### src/rtl/execute_stage_pkg.sv
// execute_stage_pkg: shared op codes, muldiv state and helpers for the EX stage
package execute_stage_pkg;
  localparam int MULDIV_STEPS = 32;
  localparam logic [MULDIV_STEPS-1:0] DIV_ZERO_LO = '1;
  typedef enum logic [4:0] {
    OP_ADD, OP_ADDU, OP_SUB, OP_SUBU, OP_AND, OP_OR, OP_XOR, OP_NOR,
    OP_SLT, OP_SLTU, OP_SLL, OP_SRL, OP_SRA, OP_LUI, OP_MFHI, OP_MFLO,
    OP_MTHI, OP_MTLO, OP_MULT, OP_MULTU, OP_DIV, OP_DIVU
  } alu_op_t;
  typedef enum logic {IDLE, BUSY} muldiv_state_t;
  function automatic logic is_hilo_op(alu_op_t op);
    return op inside {OP_MFHI, OP_MFLO, OP_MTHI, OP_MTLO, OP_MULT, OP_MULTU, OP_DIV, OP_DIVU};
  endfunction
  function automatic logic is_muldiv_op(alu_op_t op);
    return op inside {OP_MULT, OP_MULTU, OP_DIV, OP_DIVU};
  endfunction
endpackage

### src/rtl/execute_stage_muldiv_unit.sv
// muldiv_unit: iterative shift-add multiplier / restoring divider owning HI and LO
module muldiv_unit
  import execute_stage_pkg::*;
(
  input  logic                    clock,
  input  logic                    reset,
  input  logic                    start,
  input  logic                    op_signed,
  input  logic                    op_is_div,
  input  logic [MULDIV_STEPS-1:0] a,
  input  logic [MULDIV_STEPS-1:0] b,
  input  logic                    mthi,
  input  logic                    mtlo,
  input  logic [MULDIV_STEPS-1:0] mt_data,
  output logic                    busy,
  output logic [MULDIV_STEPS-1:0] hi,
  output logic [MULDIV_STEPS-1:0] lo
);
  localparam int W = MULDIV_STEPS;
  localparam int CW = $clog2(W + 1);
  muldiv_state_t state;
  logic [CW-1:0] count;
  logic [2*W-1:0] acc, acc_next, prod;
  logic [W-1:0] m, mag_a, mag_b, quo, rem;
  logic [W:0] mul_sum, div_diff;
  logic is_div, neg_q, neg_r, b_zero;
  assign busy = state == BUSY;
  assign mag_a = (op_signed && a[W-1]) ? -a : a;
  assign mag_b = (op_signed && b[W-1]) ? -b : b;
  // acc holds {partial product, multiplier} or {remainder, dividend/quotient}
  always_comb begin
    mul_sum = {1'b0, acc[2*W-1:W]} + (acc[0] ? {1'b0, m} : '0);
    div_diff = acc[2*W-1:W-1] - {1'b0, m};
    acc_next = !is_div ? {mul_sum, acc[W-1:1]} :
               div_diff[W] ? {acc[2*W-2:0], 1'b0} : {div_diff[W-1:0], acc[W-2:0], 1'b1};
    prod = neg_q ? -acc_next : acc_next;
    quo = neg_q ? -acc_next[W-1:0] : acc_next[W-1:0];
    rem = neg_r ? -acc_next[2*W-1:W] : acc_next[2*W-1:W];
  end
  always_ff @(posedge clock) begin
    if (reset) begin
      state <= IDLE;
      count <= '0;
      acc <= '0;
      m <= '0;
      is_div <= 1'b0;
      neg_q <= 1'b0;
      neg_r <= 1'b0;
      b_zero <= 1'b0;
      hi <= '0;
      lo <= '0;
    end else begin
      if (mthi) hi <= mt_data;
      if (mtlo) lo <= mt_data;
      if (state == IDLE && start) begin
        state <= BUSY;
        count <= CW'(W);
        acc <= {{W{1'b0}}, op_is_div ? mag_a : mag_b};
        m <= op_is_div ? mag_b : mag_a;
        is_div <= op_is_div;
        neg_q <= op_signed & (a[W-1] ^ b[W-1]);
        neg_r <= op_signed & a[W-1];
        b_zero <= b == '0;
      end else if (state == BUSY) begin
        count <= count - 1'b1;
        acc <= acc_next;
        if (count == CW'(1)) begin
          state <= IDLE;
          hi <= is_div ? rem : prod[2*W-1:W];
          lo <= is_div ? (b_zero ? DIV_ZERO_LO : quo) : prod[W-1:0];
        end
      end
    end
  end
endmodule

### src/rtl/execute_stage.sv
// execute_stage: ALU, muldiv hookup, HI/LO hazard stall and EX/MEM pipeline register
module execute_stage
  import execute_stage_pkg::*;
(
  input  logic        clock,
  input  logic        reset,
  input  logic        in_valid,
  input  logic [31:0] in_pc,
  input  logic [4:0]  in_alu_op,
  input  logic [31:0] in_src_a,
  input  logic [31:0] in_src_b,
  input  logic [4:0]  in_shamt,
  input  logic [4:0]  in_dest_reg,
  input  logic        in_reg_write,
  input  logic        in_dm_read,
  input  logic        in_dm_write,
  input  logic [31:0] in_store_data,
  output logic        stall,
  output logic        out_valid,
  output logic [31:0] out_pc,
  output logic [31:0] out_alu_result,
  output logic [4:0]  out_dest_reg,
  output logic        out_reg_write,
  output logic        out_dm_read,
  output logic        out_dm_write,
  output logic [31:0] out_store_data,
  output logic        out_overflow,
  output logic        muldiv_busy
);
  alu_op_t op;
  logic accept, ovf, no_gpr;
  logic [31:0] hi, lo, sum, diff, result;
  assign op = alu_op_t'(in_alu_op);
  assign stall = in_valid & muldiv_busy & is_hilo_op(op);
  assign accept = in_valid & ~stall;
  assign no_gpr = is_muldiv_op(op) | (op == OP_MTHI) | (op == OP_MTLO);
  muldiv_unit u_muldiv (
    .clock(clock),
    .reset(reset),
    .start(accept & is_muldiv_op(op)),
    .op_signed(op == OP_MULT || op == OP_DIV),
    .op_is_div(op == OP_DIV || op == OP_DIVU),
    .a(in_src_a),
    .b(in_src_b),
    .mthi(accept && op == OP_MTHI),
    .mtlo(accept && op == OP_MTLO),
    .mt_data(in_src_a),
    .busy(muldiv_busy),
    .hi(hi),
    .lo(lo)
  );
  always_comb begin
    sum = in_src_a + in_src_b;
    diff = in_src_a - in_src_b;
    result = '0;
    ovf = 1'b0;
    case (op)
      OP_ADD: begin
        result = sum;
        ovf = (in_src_a[31] == in_src_b[31]) && (sum[31] != in_src_a[31]);
      end
      OP_ADDU: result = sum;
      OP_SUB: begin
        result = diff;
        ovf = (in_src_a[31] != in_src_b[31]) && (diff[31] != in_src_a[31]);
      end
      OP_SUBU: result = diff;
      OP_AND:  result = in_src_a & in_src_b;
      OP_OR:   result = in_src_a | in_src_b;
      OP_XOR:  result = in_src_a ^ in_src_b;
      OP_NOR:  result = ~(in_src_a | in_src_b);
      OP_SLT:  result = {31'b0, $signed(in_src_a) < $signed(in_src_b)};
      OP_SLTU: result = {31'b0, in_src_a < in_src_b};
      OP_SLL:  result = in_src_b << in_shamt;
      OP_SRL:  result = in_src_b >> in_shamt;
      OP_SRA:  result = $signed(in_src_b) >>> in_shamt;
      OP_LUI:  result = {in_src_b[15:0], 16'h0};
      OP_MFHI: result = hi;
      OP_MFLO: result = lo;
      default: result = '0;
    endcase
  end
  // stalled or empty slots enter EX/MEM as an all-zero bubble
  always_ff @(posedge clock) begin
    if (reset || !accept) begin
      out_valid <= 1'b0;
      out_pc <= '0;
      out_alu_result <= '0;
      out_dest_reg <= '0;
      out_reg_write <= 1'b0;
      out_dm_read <= 1'b0;
      out_dm_write <= 1'b0;
      out_store_data <= '0;
      out_overflow <= 1'b0;
    end else begin
      out_valid <= 1'b1;
      out_pc <= in_pc;
      out_alu_result <= result;
      out_dest_reg <= in_dest_reg;
      out_reg_write <= in_reg_write & ~ovf & ~no_gpr;
      out_dm_read <= in_dm_read;
      out_dm_write <= in_dm_write;
      out_store_data <= in_store_data;
      out_overflow <= ovf;
    end
  end
endmodule

### config.mk
export PLATFORM = sky130hd
export DESIGN_NAME = execute_stage
export DESIGN_NICKNAME = d
export VERILOG_FILES = /design/src/rtl/execute_stage_pkg.sv /design/src/rtl/execute_stage_muldiv_unit.sv /design/src/rtl/execute_stage.sv
export SDC_FILE = /design/constraint.sdc
export NUM_CORES = 2
export LEC_CHECK = 0
export BUFFER_PORTS_ARGS = -buffer_cell sky130_fd_sc_hd__buf_2
export CORE_MARGIN = 8
export CORE_UTILIZATION = 40
export DETAILED_ROUTE_END_ITERATION = 6
export GPL_TIMING_DRIVEN = 0
export PLACE_DENSITY = 0.69
export RECOVER_POWER = 100
export SLEW_MARGIN = 20
export SYNTH_ARGS = -nofsm -noshare
export SYNTH_HDL_FRONTEND = slang
export SYNTH_HIERARCHICAL = 1
export SYNTH_SLANG_ARGS = --single-unit
### constraint.sdc
create_clock -name clock -period 8.9 [get_ports clock]
set_input_delay 0.89 -clock clock [delete_from_list [all_inputs] [get_ports clock]]
set_output_delay 0.89 -clock clock [all_outputs]
set_load 0.05 [all_outputs]
==> reports/qor.yml <==
required_ns: 9.37
largest_reg_flops: 64
use_met1_pct: 50.1
cts_setup_buffers: 0
relSlewSlack_pct: -0.261
grt_usage_pct: 37.9
clk_latency_ns: 0.58
synth_cell_type_count: 109
startpoint_type: "flop"
grt_pass1_wl_um: 223000
use_met3_pct: 8.46
mappedNetlistArea_um2: 28200
post_drt_via_cell_ratio: 6.59
violations: "design-rule violations, max-capacitance violations, max-slew violations"
synth-seq-cells: 277
p_leak_nw: 12.2
die_h_um: 282
synthArstFlopShare_pct: 0
syn_inst: 3791
rows: 97
vias: 33300
syn2layout_area_growth_pct: 12.0
antenna_found_initial: 6
grtUsageMet2_pct: 54.5
fmax_mhz: 123
crit_path_cell_trace: "inv_1 > ha_1 > fa_1 > nand2b_1 > a211oi_1 > o2111ai_1 > a2111o_1 > o211a_4 > buf_6 > nand2_1 > a21boi_0 > ha_1 > o21ai_0 > nor4_1 > nand2b_1 > o21ai_0 > and3_1 > nor2_1 > nor3_1 > a21oi_1 > xor2_1 > a211oi_1"
critPathMaxStageDelay_ns: 0.76
cts_max_level: 2
synth_warnings: 6
io_buffers: 251
hold_path.class: "flop to flop"
first_pass_iters: 7
io_pins: 257
status: "finished with violations"
synth_nets: 4116
fin_skew_ns: 0.0272
coreArea_um2: 69900
setup_viol: 0
numCtsBuffers: 35
cts-resized-gates: 0
grt_pass1_vias: 31000
ant_nets: 0
post-route-util_pct: 45.2
drt_iter0_markers: 5069
critical_path_class: "flop to flop"
nets: 4405
worst_slew_pin_slew_ns: 1.48
slew_viol_final: 1
avgSynthCellArea_um2: 7.44
layout-drive-gt1-share_pct: 8.50
critPathMaxFanout: 10
hold_viol_final: 0
dieArea_um2: 79300
routabilityCongestion: 1.10
largest-register: "u_muldiv/acc"
dp_hpwl_um: 126000
drt_wl_total_um: 157000
cts_tree: "built"
remaining_drc_errors: 4
synth-edff-count: 0
end_kind: "flop"
min_period_ns: 8.16
clkSinkCount: 277
clockBufferDepth: 3
cellPowerDensity_nw_per_um2: 138
top_usage_layer: "met2"
cts_root_buf: "clkbuf_16"
ctsHoldBuffers: 0
clk_pin_slew_ns: 0.06
slowest_stage: "a21boi_0"
fp.dieW_um: 282
initial_core_util_pct: 40.4
drv_cap: 1
irDropWorstVdd_v: 0.000123
grt_max_degree: 15
cp.arrival_ns: 8.63
grt_setup_unrepaired: "false"
fin_crit_sh_pct: 91.6
synth_flop_cell: "dfxtp_1"
fin_setup_tns_ns: 0
overflow: 0
wl_per_cell_um: 31.2
ys_seq_area_share_pct: 19.7
## layout make-up
type                    instances  area [um^2]
well taps                     940         1180
clock buffers                  44          960
fillers                      7479        38300
flip-flops and latches        277         5550
repair buffers                252         1120
plain buffers                 260         1040
diodes                          4         10.0
inverters                     176          661
clock inverters                17          226
multi-input cells            3078        20900
## worst max-delay path, delay by kind of cell, from the launching register on
kind / cells / cell delay (ns)
AOI/OAI and AO/OA: 9 / 3.74
xor gates and xnor gates: 1 / 0.21
adders and majority gates: 3 / 1.05
buffers and inverters: 2 / 0.26
DFF: 1 / 0.42
and+or+nand+nor: 7 / 2.38
## Yosys cell counts, drive strengths merged (31+ instances only)
cell type  count  area (um^2)
a211oi       168         1290
a21o          36          270
a21oi        307         1560
a221oi        50          444
a22oi         42          320
a31oi         44          282
and2         125          785
buf           82          397
clkbuf       178          668
dfxtp        277         5550
ha           172         2150
inv          175          657
mux2i        187         1880
nand2        314         1180
nand3         64          325
nand4         31          200
nor2         394         1480
nor2b         40          250
nor3          96          485
nor4          34          225
o211ai        69          528
o21ai        228         1140
o31ai         35          263
or3           39          244
xnor2        140         1230
xor2          68          596
## power breakdown
group / leakage (nW) / total [mW] / switching (mW) / internal, mW
Combinational: 9.33 / 1.54 / 1.09 / 0.450
Clock: 0.576 / 1.52 / 0.635 / 0.889
Sequential: 2.25 / 1.31 / 0.0312 / 1.28
## through the flow
step | worst slack [ns] | hold WS (ns) | power [mW] | cell area (um^2) | instances
final | 0.745 | 0.484 | 4.37 | 31600 | 5048
after global routing | 0.524 | 0.500 | 4.49 | 31600 | 5048
after CTS | 1.66 | 0.486 | 4.33 | 31900 | 5044
after detailed placement | 1.72 | 0.480 | 2.81 | 30700 | 4983
after global placement | 1.75 | 0.474 | 2.81 | 30600 | 4982
after floorplan | 3.80 | 0.440 | 2.25 | 28200 | 3791
## placed cells by master (no fill, tap or decap), types with 166 or more instances in the layout
cell type / count
nand2_1: 313
mux2i_1: 186
o21ai_0: 222
buf_2: 179
a21oi_1: 304
inv_1: 174
ha_1: 172
a211oi_1: 166
clkbuf_1: 310
nor2_1: 394
dfxtp_1: 277
## final timing paths
| check | start | depth (start not counted) | end | slack (ns) |
|---|---|---|---|---|
| setup reg to reg | u_muldiv/acc[31]$_SDFFE_PP0P_ | 22 | u_muldiv/hi[22]$_SDFF_PP0_ | 0.74 |
| hold reg to reg | u_muldiv/m[3]$_SDFFE_PP0P_ | 2 | u_muldiv/m[3]$_SDFFE_PP0P_ | 0.48 |
| setup / recovery | u_muldiv/acc[31]$_SDFFE_PP0P_ | 22 | u_muldiv/hi[22]$_SDFF_PP0_ | 0.74 |
| hold / removal | u_muldiv/m[3]$_SDFFE_PP0P_ | 2 | u_muldiv/m[3]$_SDFFE_PP0P_ | 0.48 |
## cell families after synthesis
kind of cell | synth area share (%)
simple gates | 21.4
compound gates | 28.7
buf+inv | 6.11
flops | 19.7
mux | 9.80
xor+xnor | 6.46
fa+ha+maj | 7.91
## metal layers
metal  share of wire (%)  up-vias
met5              0.0076        -
met4                 8.2        2
met3                  12      569
met2                  41     2357
met1                  39    15900
li1                    -    14500
No activity file was read; power rests on OpenSTA's default activity.
